**config.mk**
```make
export PLATFORM = sky130hd
export DESIGN_NAME = cat_door_controller
export DESIGN_NICKNAME = d
export VERILOG_FILES = /design/src/rtl/cat_door_controller.sv
export SDC_FILE = /design/constraint.sdc
export NUM_CORES = 1
export LEC_CHECK = 0
export BUFFER_PORTS_ARGS = -buffer_cell sky130_fd_sc_hd__buf_4
export CAP_MARGIN = 20
export CORE_ASPECT_RATIO = 0.6
export CORE_MARGIN = 5
export CORE_UTILIZATION = 40
export DETAILED_ROUTE_END_ITERATION = 7
export PLACE_DENSITY = 0.63
export SLEW_MARGIN = 20
export SYNTH_ARGS = -nofsm -noshare
export SYNTH_HDL_FRONTEND = slang
export SYNTH_SLANG_ARGS = --single-unit
```
**constraint.sdc**
```tcl
create_clock -name Clk -period 5 [get_ports Clk]
set_clock_uncertainty 0.15 [all_clocks]
set_input_delay 0.75 -clock Clk [delete_from_list [all_inputs] [get_ports Clk]]
set_output_delay 0.75 -clock Clk [all_outputs]
set_load 0.005 [all_outputs]
```
**src/rtl/cat_door_controller.sv**
```systemverilog
// Cat-flap door controller: takes one attribute record per handshake, drives the
// external selector from registers, then runs the open/cooldown door sequence.
module cat_door_controller #(
  parameter int OPEN_CYCLES     = 4,
  parameter int COOLDOWN_CYCLES = 2,
  parameter int COUNT_WIDTH     = 8
) (
  input  logic                   Clk,
  input  logic                   Reset,
  input  logic                   CatValid,
  output logic                   CatReady,
  input  logic                   IsBlack,
  input  logic                   IsRed,
  input  logic                   IsSterilized,
  input  logic                   IsMale,
  output logic                   SelIsBlack,
  output logic                   SelIsRed,
  output logic                   SelIsSterilized,
  output logic                   SelIsMale,
  input  logic                   SelIsMyCat,
  input  logic                   Obstructed,
  input  logic                   ClearCounts,
  output logic                   DoorOpen,
  output logic                   Rejected,
  output logic                   Busy,
  output logic [COUNT_WIDTH-1:0] AcceptCount,
  output logic [COUNT_WIDTH-1:0] RejectCount
);

  localparam int MAXC = (OPEN_CYCLES > COOLDOWN_CYCLES) ? OPEN_CYCLES : COOLDOWN_CYCLES;
  localparam int TW   = (MAXC > 1) ? $clog2(MAXC) : 1;
  localparam logic [COUNT_WIDTH-1:0] CNT_MAX = '1;

  typedef enum logic [1:0] {S_IDLE, S_EVAL, S_OPEN, S_COOLDOWN} state_t;

  // Handshake: a record is taken at an edge where CatValid && CatReady; CatReady
  // is high only in IDLE and nothing is buffered, so CatValid elsewhere is dropped.
  state_t                 r_state, w_state_nxt;
  logic [TW-1:0]          r_timer, w_timer_nxt;
  logic                   r_door_open, w_door_nxt;
  logic                   r_rejected, w_rej_nxt;
  logic [3:0]             r_sel;
  logic                   w_load_sel;
  logic                   w_acc_inc, w_rej_inc;
  logic [COUNT_WIDTH-1:0] r_acc_cnt, w_acc_nxt;
  logic [COUNT_WIDTH-1:0] r_rej_cnt, w_rej_cnt_nxt;

  always_comb begin
    w_state_nxt = r_state;
    w_timer_nxt = r_timer;
    w_door_nxt  = r_door_open;
    w_rej_nxt   = 1'b0;
    w_load_sel  = 1'b0;
    w_acc_inc   = 1'b0;
    w_rej_inc   = 1'b0;
    case (r_state)
      S_IDLE: begin
        if (CatValid) begin
          w_load_sel  = 1'b1;
          w_state_nxt = S_EVAL;
        end
      end
      S_EVAL: begin
        if (SelIsMyCat) begin
          w_door_nxt  = 1'b1;
          w_timer_nxt = TW'(OPEN_CYCLES - 1);
          w_acc_inc   = 1'b1;
          w_state_nxt = S_OPEN;
        end else begin
          w_rej_nxt   = 1'b1;
          w_rej_inc   = 1'b1;
          w_state_nxt = S_IDLE;
        end
      end
      S_OPEN: begin
        // An obstruction freezes the timer, so the window restarts nothing but
        // simply stretches by the number of obstructed cycles.
        if (!Obstructed) begin
          if (r_timer == '0) begin
            w_door_nxt  = 1'b0;
            w_timer_nxt = TW'(COOLDOWN_CYCLES - 1);
            w_state_nxt = S_COOLDOWN;
          end else begin
            w_timer_nxt = r_timer - TW'(1);
          end
        end
      end
      S_COOLDOWN: begin
        if (r_timer == '0) w_state_nxt = S_IDLE;
        else               w_timer_nxt = r_timer - TW'(1);
      end
      default: w_state_nxt = S_IDLE;
    endcase
  end

  always_comb begin
    w_acc_nxt     = r_acc_cnt;
    w_rej_cnt_nxt = r_rej_cnt;
    if (ClearCounts) begin
      w_acc_nxt     = '0;
      w_rej_cnt_nxt = '0;
    end else begin
      if (w_acc_inc && (r_acc_cnt != CNT_MAX)) w_acc_nxt     = r_acc_cnt + COUNT_WIDTH'(1);
      if (w_rej_inc && (r_rej_cnt != CNT_MAX)) w_rej_cnt_nxt = r_rej_cnt + COUNT_WIDTH'(1);
    end
  end

  always_ff @(posedge Clk) begin
    if (Reset) begin
      r_state     <= S_IDLE;
      r_timer     <= '0;
      r_door_open <= 1'b0;
      r_rejected  <= 1'b0;
      r_sel       <= '0;
      r_acc_cnt   <= '0;
      r_rej_cnt   <= '0;
    end else begin
      r_state     <= w_state_nxt;
      r_timer     <= w_timer_nxt;
      r_door_open <= w_door_nxt;
      r_rejected  <= w_rej_nxt;
      r_acc_cnt   <= w_acc_nxt;
      r_rej_cnt   <= w_rej_cnt_nxt;
      if (w_load_sel) r_sel <= {IsBlack, IsRed, IsSterilized, IsMale};
    end
  end

  assign CatReady        = (r_state == S_IDLE);
  assign Busy            = (r_state != S_IDLE);
  assign DoorOpen        = r_door_open;
  assign Rejected        = r_rejected;
  assign SelIsBlack      = r_sel[3];
  assign SelIsRed        = r_sel[2];
  assign SelIsSterilized = r_sel[1];
  assign SelIsMale       = r_sel[0];
  assign AcceptCount     = r_acc_cnt;
  assign RejectCount     = r_rej_cnt;

endmodule

```
# Word level (Yosys, flattened, before mapping)
# Cells that the tools add are included.
# op_classes
n_addsub,3
eq_ne,11
mux,21
n_reduce_logical,11
# op_table
cell,n
$mux 2,9
$add 8x1->8 const B,2
$ne 8x8->1 const B,2
$ne 2x2->1 const B,6
$reduce_and 4->1,3
$mux 1,9
$pmux 2 s4,1
$pmux 2 s3,1
$eq 2x2->1 const B,2
$logic_not 2->1,2
$reduce_bool 2->1,2
$reduce_bool 3->1,1
$eq 2x1->1 const B,1
$logic_and 1x1->1,2
$pmux 1 s2,1
$reduce_or 2->1,1
$sub 2x1->2 const B,1
# totals
ff_bits,26
in_bits,10
out_inout_bits,24
word_cells,53

# Depth between registers and ports, before layout
# Gate-level depths: netlist of the first run.
# logic_depth
ltp_word,4
depth_mapped,6
depth_no_buf,6

# Least setup slack after synthesis of the first run
# OpenSTA, ideal clock, no wires.
# synth_path
path_kind,input port to flip-flop
start,in SelIsMyCat
end,reg r_timer[0]
setup_time_ns,0.087
arrival_ns,1.611
t_required_ns,4.763
setup_slack_ns,3.151
path_stages,4
path_buffers,0
cell_sequence,and2b_4 -> a221o_1 -> or3_1 -> o31ai_1
# synth_between
elab_chain_cells,2
# synth_lines
element,line,rtl
from (decl),20,"input logic SelIsMyCat,"
$ne 2x2->1 (no line),--,
$reduce_and 4->1 (no line),--,
to (signal assigned),119,r_timer <= w_timer_nxt;
to (decl),39,"logic [TW-1:0] r_timer, w_timer_nxt;"
# No other way between the ends.
# A chain may end at the register's enable or synchronous reset.

# Final worst setup path of the first run
# layout_path
start,reg r_state[0]
end,out Busy
# layout_between
elab_chain_cells,1
# layout_lines
element,line,rtl
from (decl),38,"state_t r_state, w_state_nxt;"
from (signal assigned),118,r_state <= w_state_nxt;
$reduce_bool 2->1,129,assign Busy = (r_state != S_IDLE);
to (decl),25,"output logic Busy,"
# No other way between the ends.

==> summary.txt, run 1 <==
Critical path
  • Worst-path maximum fanout: 8
  • Worst Path Required: 4.10 ns
  • Crit path buffers/inverters: 3
  • Critical Path End Type: primary output
  • Slowest cell on crit path: ha_1
  • CP cell instances: inv_1 > ha_1 > inv_2 > buf_4
  • Crit path max-delay family: adder cells
  • Startpoint types: flop
  • Crit path kind: reg2out
  • CP arrival: 1.35 ns
  • Critical Path Max Stage Delay: 0.39 ns

Synth
  • Yosys warnings: 0
  • Cell count after synthesis: 152
  • Syn Nets: 172
  • Top-count cell post-synth: dfxtp_1
  • Register area share after synthesis: 0.396
  • Async set-reset flop share out of synthesis: 0
  • Register bit total from synthesis: 26
  • Synth cell types: 39
  • Post-synth EDFFs: 0
  • Synthesized area per cell: 8.64 µm²
  • Top cells by area, synth: dfxtp_1 (40%), ha_1 (9.5%), nand2_1 (5.1%), nand3_1 (3.8%), a21oi_1 (3.4%)
  • Cell taking the most area after synthesis: dfxtp_1
  • Post-synthesis instance area: 1310 µm²
  • Post-synth top cells: dfxtp_1 (26), nand2_1 (18), nor2_1 (11)
  • Main synth FF type: dfxtp_1
  • Synth top area share: 0.396

Floorplan
  • Core area: 3200 µm²
  • FP Rows: 16
  • Die Y: 54.4 µm
  • Die area: 4570 µm²
  • Starting Density: 0.410
  • Chip Width: 84.0 µm
  • Top Ports: 34

Global route
  • GR Overflow Total: 0
  • First-pass GRT wire length: 5.61 mm
  • Initial antenna violation count: 0
  • Largest net degree at the start of global routing: 16
  • Total GRT Usage: 0.153
  • Vias in the first global route: 1213

STA
  • Fin. Hold Viols: 0
  • # setup viols final: 0
  • TNS Setup: 0 ns
  • Max Freq: 0.444 GHz
  • Final Max Tran Viols: 0
  • Final Critical Period: 2.25 ns
  • Worst slew pin tran: 0.637 ns
  • Worst rel slew slack: 0.574
  • Final period util: 0.450
  • Unrepaired setup endpoints after global routing: no

Detailed routing
  • Via count: 1265
  • Pre-antenna DRT Iters: 4
  • DRC violations left: 0
  • Vias per cell: 5.45
  • Routed len/inst: 14.1 µm
  • Total wire length: 3.28 mm
  • Post-DRT Antenna Nets: 0
  • Initial DRC Count: 53

Pwr
  • Net Sw Frac: 0.243
  • Total leakage power: 0.000674 µW
  • Comb pwr share: 0.153
  • Sw power: 114 µW
  • Internal power: 357 µW
  • Max IR drop VDD: 116 µV
  • Pwr Density: 280 nW/µm²
  • Pwr Total: 471 µW
  • Sequential Power Share: 0.471
  • Clock power frac: 0.376

Placement
  • Final RePlAce weighted congestion: 0.792
  • PortBufs: 33
  • Hpwl dp: 2.48 mm

CTS
  • Clk slew on worst S/H paths: 0.10 ns
  • Clock buffer depth: 2
  • CTS tree: done
  • Root buffer cell: clkbuf_8
  • CTS Sinks: 26
  • Setup repair bufs after CTS: 0
  • CTS Hold Bufs: 0
  • H-tree depth: 1
  • TritonCTS Buffers: 3
  • Post-CTS sizing: 0
  • Skew-Pair Late Insertion Delay: 0.27 ns

Finish
  • Nets: 208
  • Share of cells above drive strength 1: 0.219
  • Synthesis-to-layout area growth: 28.0%
  • Ant diodes: 0
  • Fin util: 0.525

Worst hold path
  • Worst hold path type: reg2reg

Run status
  • Outcome: complete, no violations

Run
  • Max cap viols: 0
-- cells in the final DEF, fill, tap and decap left out, drive strengths merged, types with 2 or more instances in the layout --
| master | instances |
|---|---|
| o21ai | 7 |
| and4 | 2 |
| nor3 | 5 |
| o21bai | 3 |
| nor2 | 11 |
| dfxtp | 26 |
| mux2i | 2 |
| a211oi | 4 |
| ha | 10 |
| nand2 | 18 |
| o2111ai | 2 |
| inv | 7 |
| or2 | 2 |
| a31oi | 6 |
| nand3 | 10 |
| or3 | 2 |
| clkbuf | 3 |
| and3 | 2 |
| nand2b | 5 |
| buf | 33 |
| xor2 | 3 |
| a21oi | 9 |
-- per-layer routing --
layer	share of wire	wire, µm	GRT usage
met1	0.47	1540	0.187
met2	0.46	1520	0.272
met3	0.064	211	0.0481
met4	0.0024	8	0.0321
met5	0	0	0
-- logic make-up after synthesis --
family / Yosys count / synth area share
adders and majority gates: 10 / 0.0952
buffers and inverters: 9 / 0.0257
AOI/OAI and AO/OA: 42 / 0.217
DFF: 26 / 0.396
xor gates and xnor gates: 3 / 0.0200
and+or+nand+nor: 60 / 0.230
muxes: 2 / 0.0152
-- final cells by class --
type	instances	area, µm²
repair buffers	33	248
multi-input cells	117	759
flip-flops and latches	26	520
fillers	312	1520
clock buffers	3	41.3
inverters	7	26.3
clock inverters	1	30.0
well taps	45	56.3
-- metrics by stage --
stage	setup slack (ns)	area [µm²]	std cells	hold WS, ns
6_report	2.75	1680	232	0.313
4_1_cts	2.76	1680	232	0.316
3_3_place_gp	2.99	1610	228	0.299
2_1_floorplan	3.15	1310	152	0.303
3_5_place_dp	2.97	1610	228	0.302
5_1_grt	2.63	1680	232	0.331
-- sequential cells by signal (all words and copies together) (netlist names), named ones only --
register	count
AcceptCount	8
RejectCount	8
r_sel	4
r_timer	2
DoorOpen	1
Rejected	1
r_state	1
-- tightest hold or removal path, stage by stage, from the launching register on --
cell     delay, ns
dfxtp_1       0.32
nand2_1       0.05
a21oi_1       0.05
-- path summary, 6_finish.rpt --
check                           startpoint  slack, ns  depth (start not counted)         end
worst max register to register        flop       3.07                          6  r_timer[0]
worst min-delay path              r_sel[2]       0.31                          2    r_sel[2]
worst min register to register    r_sel[2]       0.31                          2    r_sel[2]
worst max-delay path            r_state[0]       2.75                          4        Busy
-- power groups by stage --
stage | clock (µW) | sequential [µW] | combinational [µW]
6_report | 177 | 222 | 71.9
5_1_grt | 189 | 223 | 81.4
4_1_cts | 180 | 222 | 72.1
3_5_place_dp | 0 | 227 | 71.7
3_3_place_gp | 0 | 226 | 68.4
2_1_floorplan | 0 | 226 | 42.7
Note: power is estimated with default switching activity, not from simulation.
==> inputs of run 2 (changes only) <==
--- a/config.mk
+++ b/config.mk
@@ -11,7 +11,7 @@
 export CORE_MARGIN = 5
 export CORE_UTILIZATION = 40
 export DETAILED_ROUTE_END_ITERATION = 7
-export PLACE_DENSITY = 0.63
+export PLACE_DENSITY = 0.66
 export SLEW_MARGIN = 20
 export SYNTH_ARGS = -nofsm -noshare
 export SYNTH_HDL_FRONTEND = slang
==> constraint.sdc (replaced) <==
create_clock -name Clk -period 2.03 [get_ports Clk]
set_clock_uncertainty 0.15 [all_clocks]
set_input_delay 0.3045 -clock Clk [delete_from_list [all_inputs] [get_ports Clk]]
set_output_delay 0.3045 -clock Clk [all_outputs]
set_load 0.005 [all_outputs]
==> summary.txt, run 2 (synthesis gave the netlist of run 1 again) <==
Pwr
  • Internal power: 793 µW
  • Net Sw Frac: 0.256
  • Sequential Power Share: 0.514
  • Sw power: 273 µW
  • Pwr Density: 634 nW/µm²
  • Total leakage power: 0.000677 µW
  • Max IR drop VDD: 306 µV
  • Clock power frac: 0.315
  • Comb pwr share: 0.171

Critical path
  • Startpoint types: flop
  • CP cell instances: inv_1 > ha_1 > and2b_4 > a221o_1 > or3_1 > o31ai_1
  • Critical Path Max Stage Delay: 0.41 ns
  • Slowest cell on crit path: dfxtp_1
  • CP arrival: 1.96 ns
  • Worst Path Required: 2.08 ns
  • Crit path kind: reg2reg
  • Critical Path End Type: flop
  • Worst-path maximum fanout: 5
  • Crit path max-delay family: simple AND/OR/NAND/NOR gates
  • Crit path buffers/inverters: 1

Finish
  • Commonest non-fill, non-tap cell in the layout: buf_4
  • Post-Layout Cell Count: 234
  • Most frequent cells in the layout: buf_4 (35), dfxtp_1 (25), nand2_1 (18)
  • Ant diodes: 0
  • Share of cells above drive strength 1: 0.233
  • Synthesis-to-layout area growth: 28.0%
  • Nets: 210

CTS
  • Setup repair bufs after CTS: 0
  • CTS tree: done
  • Skew-Pair Late Insertion Delay: 0.27 ns
  • TritonCTS Buffers: 3
  • Root buffer cell: clkbuf_8
  • CTS Hold Bufs: 0
  • Clk slew on worst S/H paths: 0.09 ns
  • H-tree depth: 1
  • Clock buffer depth: 2
  • CTS Sinks: 26
  • Post-CTS sizing: 0

Detailed routing
  • Initial DRC Count: 64
  • Total wire length: 3.24 mm
  • Post-DRT Antenna Nets: 0
  • DRC violations left: 0
  • Pre-antenna DRT Iters: 4
  • Via count: 1250
  • Vias per cell: 5.34
  • Routed len/inst: 13.8 µm

Global route
  • Vias in the first global route: 1183
  • Initial antenna violation count: 0
  • GR Overflow Total: 0
  • First-pass GRT wire length: 5.39 mm
  • Largest net degree at the start of global routing: 15
  • Total GRT Usage: 0.147

STA
  • Unrepaired setup endpoints after global routing: no
  • Final Critical Period: 1.91 ns
  • Hold Worst Slack: 0.138 ns
  • # setup viols final: 0
  • TNS Setup: 0 ns
  • Final period util: 0.941
  • Max Freq: 0.523 GHz
  • Fin. Hold Viols: 0
  • Final Max Tran Viols: 0
  • Worst rel slew slack: 0.606
  • Worst slew pin tran: 0.591 ns

Floorplan
  • Die area: 4570 µm²
  • Top Ports: 34
  • Starting Density: 0.410
  • Core area: 3200 µm²
  • Die Y: 54.4 µm
  • Chip Width: 84.0 µm
  • FP Rows: 16

Placement
  • Hpwl dp: 2.48 mm
  • PortBufs: 33
  • Final RePlAce weighted congestion: 0.835
  • DP Cell Count: 230

Worst hold path
  • Worst hold path type: in2reg

Run
  • Max cap viols: 0

Run status
  • Outcome: complete, no violations
-- run 2: final cells by class --
| cell class | instances | area (µm²) |
|---|---|---|
| tap | 45 | 56.3 |
| sequential | 26 | 522 |
| multi-input combinational | 117 | 759 |
| timing repair buffer | 35 | 263 |
| fill | 316 | 1520 |
| clock buffer | 4 | 55.1 |
| inverter | 7 | 26.3 |
-- run 2: through the flow --
step                      instance area (µm²)  power [µW]  utilization  setup WS, ns
after floorplan                          1310         662            -         0.245
after global placement                   1630         732        0.507         0.194
after detailed placement                 1630         741        0.507         0.102
after CTS                                1680        1070        0.525        0.0753
after global routing                     1680        1110        0.525        0.0113
final                                    1680        1070        0.525         0.120
-- run 2: power by group through the flow --
stage	registers (µW)	clock network (µW)	logic, µW
6_report	548	336	183
5_1_grt	550	364	200
4_1_cts	547	343	184
3_5_place_dp	559	0	182
3_3_place_gp	557	0	176
2_1_floorplan	557	0	105
-- run 2: final timing paths --
kind	startpoint	to	slack (ns)	depth (start not counted)
max reg2reg	flop	r_timer[0]	0.12	6
max	flop	r_timer[0]	0.12	6
min	Reset	r_state[0]	0.14	2
min reg2reg	r_sel[2]	r_sel[2]	0.32	2
-- run 2: per-layer routing --
metal  track usage  part of all wire  vias up
met2         0.263              0.47       23
li1              -                 -      631
met4        0.0321            0.0099        0
met3        0.0346             0.044        4
met1         0.185              0.48      592
met5             0                 0        -
==> inputs of run 3 (changes only) <==
--- a/config.mk
+++ b/config.mk
@@ -9,9 +9,9 @@
 export CAP_MARGIN = 20
 export CORE_ASPECT_RATIO = 0.6
 export CORE_MARGIN = 5
-export CORE_UTILIZATION = 40
+export CORE_UTILIZATION = 46
 export DETAILED_ROUTE_END_ITERATION = 7
-export PLACE_DENSITY = 0.66
+export PLACE_DENSITY = 0.74
 export SLEW_MARGIN = 20
 export SYNTH_ARGS = -nofsm -noshare
 export SYNTH_HDL_FRONTEND = slang
==> summary.txt, run 3 (synthesis gave the netlist of run 1 again) <==
Detailed routing
  • Vias per cell: 5.59
  • Via count: 1242
  • Pre-antenna DRT Iters: 4
  • DRC violations left: 0
  • Routed len/inst: 14.0 µm
  • Total wire length: 3.11 mm
  • Post-DRT Antenna Nets: 0
  • Initial DRC Count: 71

Global route
  • Vias in the first global route: 1119
  • Largest net degree at the start of global routing: 15
  • Initial antenna violation count: 0
  • GR Overflow Total: 0
  • Total GRT Usage: 0.159
  • First-pass GRT wire length: 5.11 mm

CTS
  • Clk slew on worst S/H paths: 0.08 ns
  • CTS Sinks: 26
  • H-tree depth: 1
  • TritonCTS Buffers: 3
  • Clock buffer depth: 2
  • CTS tree: done
  • Skew-Pair Late Insertion Delay: 0.27 ns
  • Root buffer cell: clkbuf_8

Placement
  • Final RePlAce weighted congestion: 0.843
  • PortBufs: 33
  • DP Cell Count: 218
  • Hpwl dp: 2.40 mm

Finish
  • Ant diodes: 0
  • Share of cells above drive strength 1: 0.229
  • Commonest non-fill, non-tap cell in the layout: buf_4
  • Nets: 209
  • Most frequent cells in the layout: buf_4 (34), dfxtp_1 (25), nand2_1 (18)
  • Synthesis-to-layout area growth: 26.4%
  • Post-Layout Cell Count: 222
  • Fin util: 0.594

STA
  • Final Max Tran Viols: 0
  • Final Critical Period: 1.95 ns
  • # setup viols final: 0
  • Fin. Hold Viols: 0
  • Worst rel slew slack: 0.590
  • Unrepaired setup endpoints after global routing: no
  • TNS Setup: 0 ns
  • Max Freq: 0.513 GHz
  • Final period util: 0.960
  • Worst slew pin tran: 0.614 ns

Run
  • Max cap viols: 0

Pwr
  • Max IR drop VDD: 406 µV
  • Pwr Density: 634 nW/µm²
  • Total leakage power: 0.000673 µW

Floorplan
  • Chip Width: 79.0 µm
  • Core area: 2800 µm²
  • Top Ports: 34
  • Die Y: 51.4 µm
  • Die area: 4060 µm²
  • FP Rows: 15
  • Starting Density: 0.470

Critical path
  • Crit path max-delay family: compound AO/OA/AOI/OAI gates
  • Crit path kind: reg2reg
  • Startpoint types: flop
  • Critical Path Max Stage Delay: 0.39 ns
  • Critical Path End Type: flop
  • CP arrival: 1.98 ns
  • Crit path buffers/inverters: 1
  • CP cell instances: inv_1 > ha_1 > nand2b_4 > a221o_1 > or3_1 > o31ai_1
  • Worst-path maximum fanout: 5
  • Slowest cell on crit path: dfxtp_1
  • Worst Path Required: 2.06 ns

Run status
  • Outcome: complete, no violations

Worst hold path
  • Worst hold path type: in2reg
run 3: cell types whose count changed in the layout (fill, tap and decap cells not counted):
cell	previous run	this run
buf_4	35	34
run 3: area by class of cell:
type | count | area (µm²)
fill | 259 | 1140
multi-input combinational | 117 | 759
sequential | 26 | 522
timing repair buffer | 34 | 255
clock buffer | 4 | 55.1
tap | 34 | 42.5
inverter | 7 | 26.3
run 3: per-stage QoR:
| stage | area [µm²] | hold slack (ns) | total power, µW | worst slack, ns |
|---|---|---|---|---|
| after floorplan | 1310 | 0.302 | 662 | 0.245 |
| after global placement | 1600 | 0.299 | 723 | 0.211 |
| after detailed placement | 1600 | 0.300 | 733 | 0.0956 |
| after CTS | 1660 | 0.142 | 1060 | 0.0690 |
| after global routing | 1660 | 0.139 | 1100 | 0.0356 |
| final | 1660 | 0.140 | 1050 | 0.0804 |
run 3: repair_timing:
action                                  CTS  global route
endpoints found under the setup margin    0             1
gates resized for setup                   0             1
buffers inserted                          0             0
hold buffers                              0             0
run 3: worst paths after layout:
path                    from          to  slack [ns]  depth (start not counted)
setup / recovery  r_state[0]  r_timer[0]        0.08                          6
hold / removal         Reset        flop        0.14                          2
setup reg to reg  r_state[0]  r_timer[0]        0.08                          6
hold reg to reg     r_sel[3]    r_sel[3]        0.31                          2
run 3: routing by layer:
layer	global-route usage	up-vias	share of wire
met5	0	-	0
met4	0.0343	0	0.010
met3	0.0599	4	0.074
met2	0.251	37	0.43
met1	0.206	572	0.48
li1	-	629	-
run 3: where the power goes:
group | internal [µW] | switching [µW] | total (µW)
registers | 531 | 15.4 | 547
clock network | 173 | 158 | 331
logic | 83.4 | 91.0 | 174
total | 788 | 264 | 1050
run 3: worst reg2reg max path, delay by kind of cell (launching register included):
family / cells / cell delay [ns]
compound gates: 2 / 0.45
simple gates: 2 / 0.42
fa+ha+maj: 1 / 0.33
buf+inv: 1 / 0.12
flops: 1 / 0.39
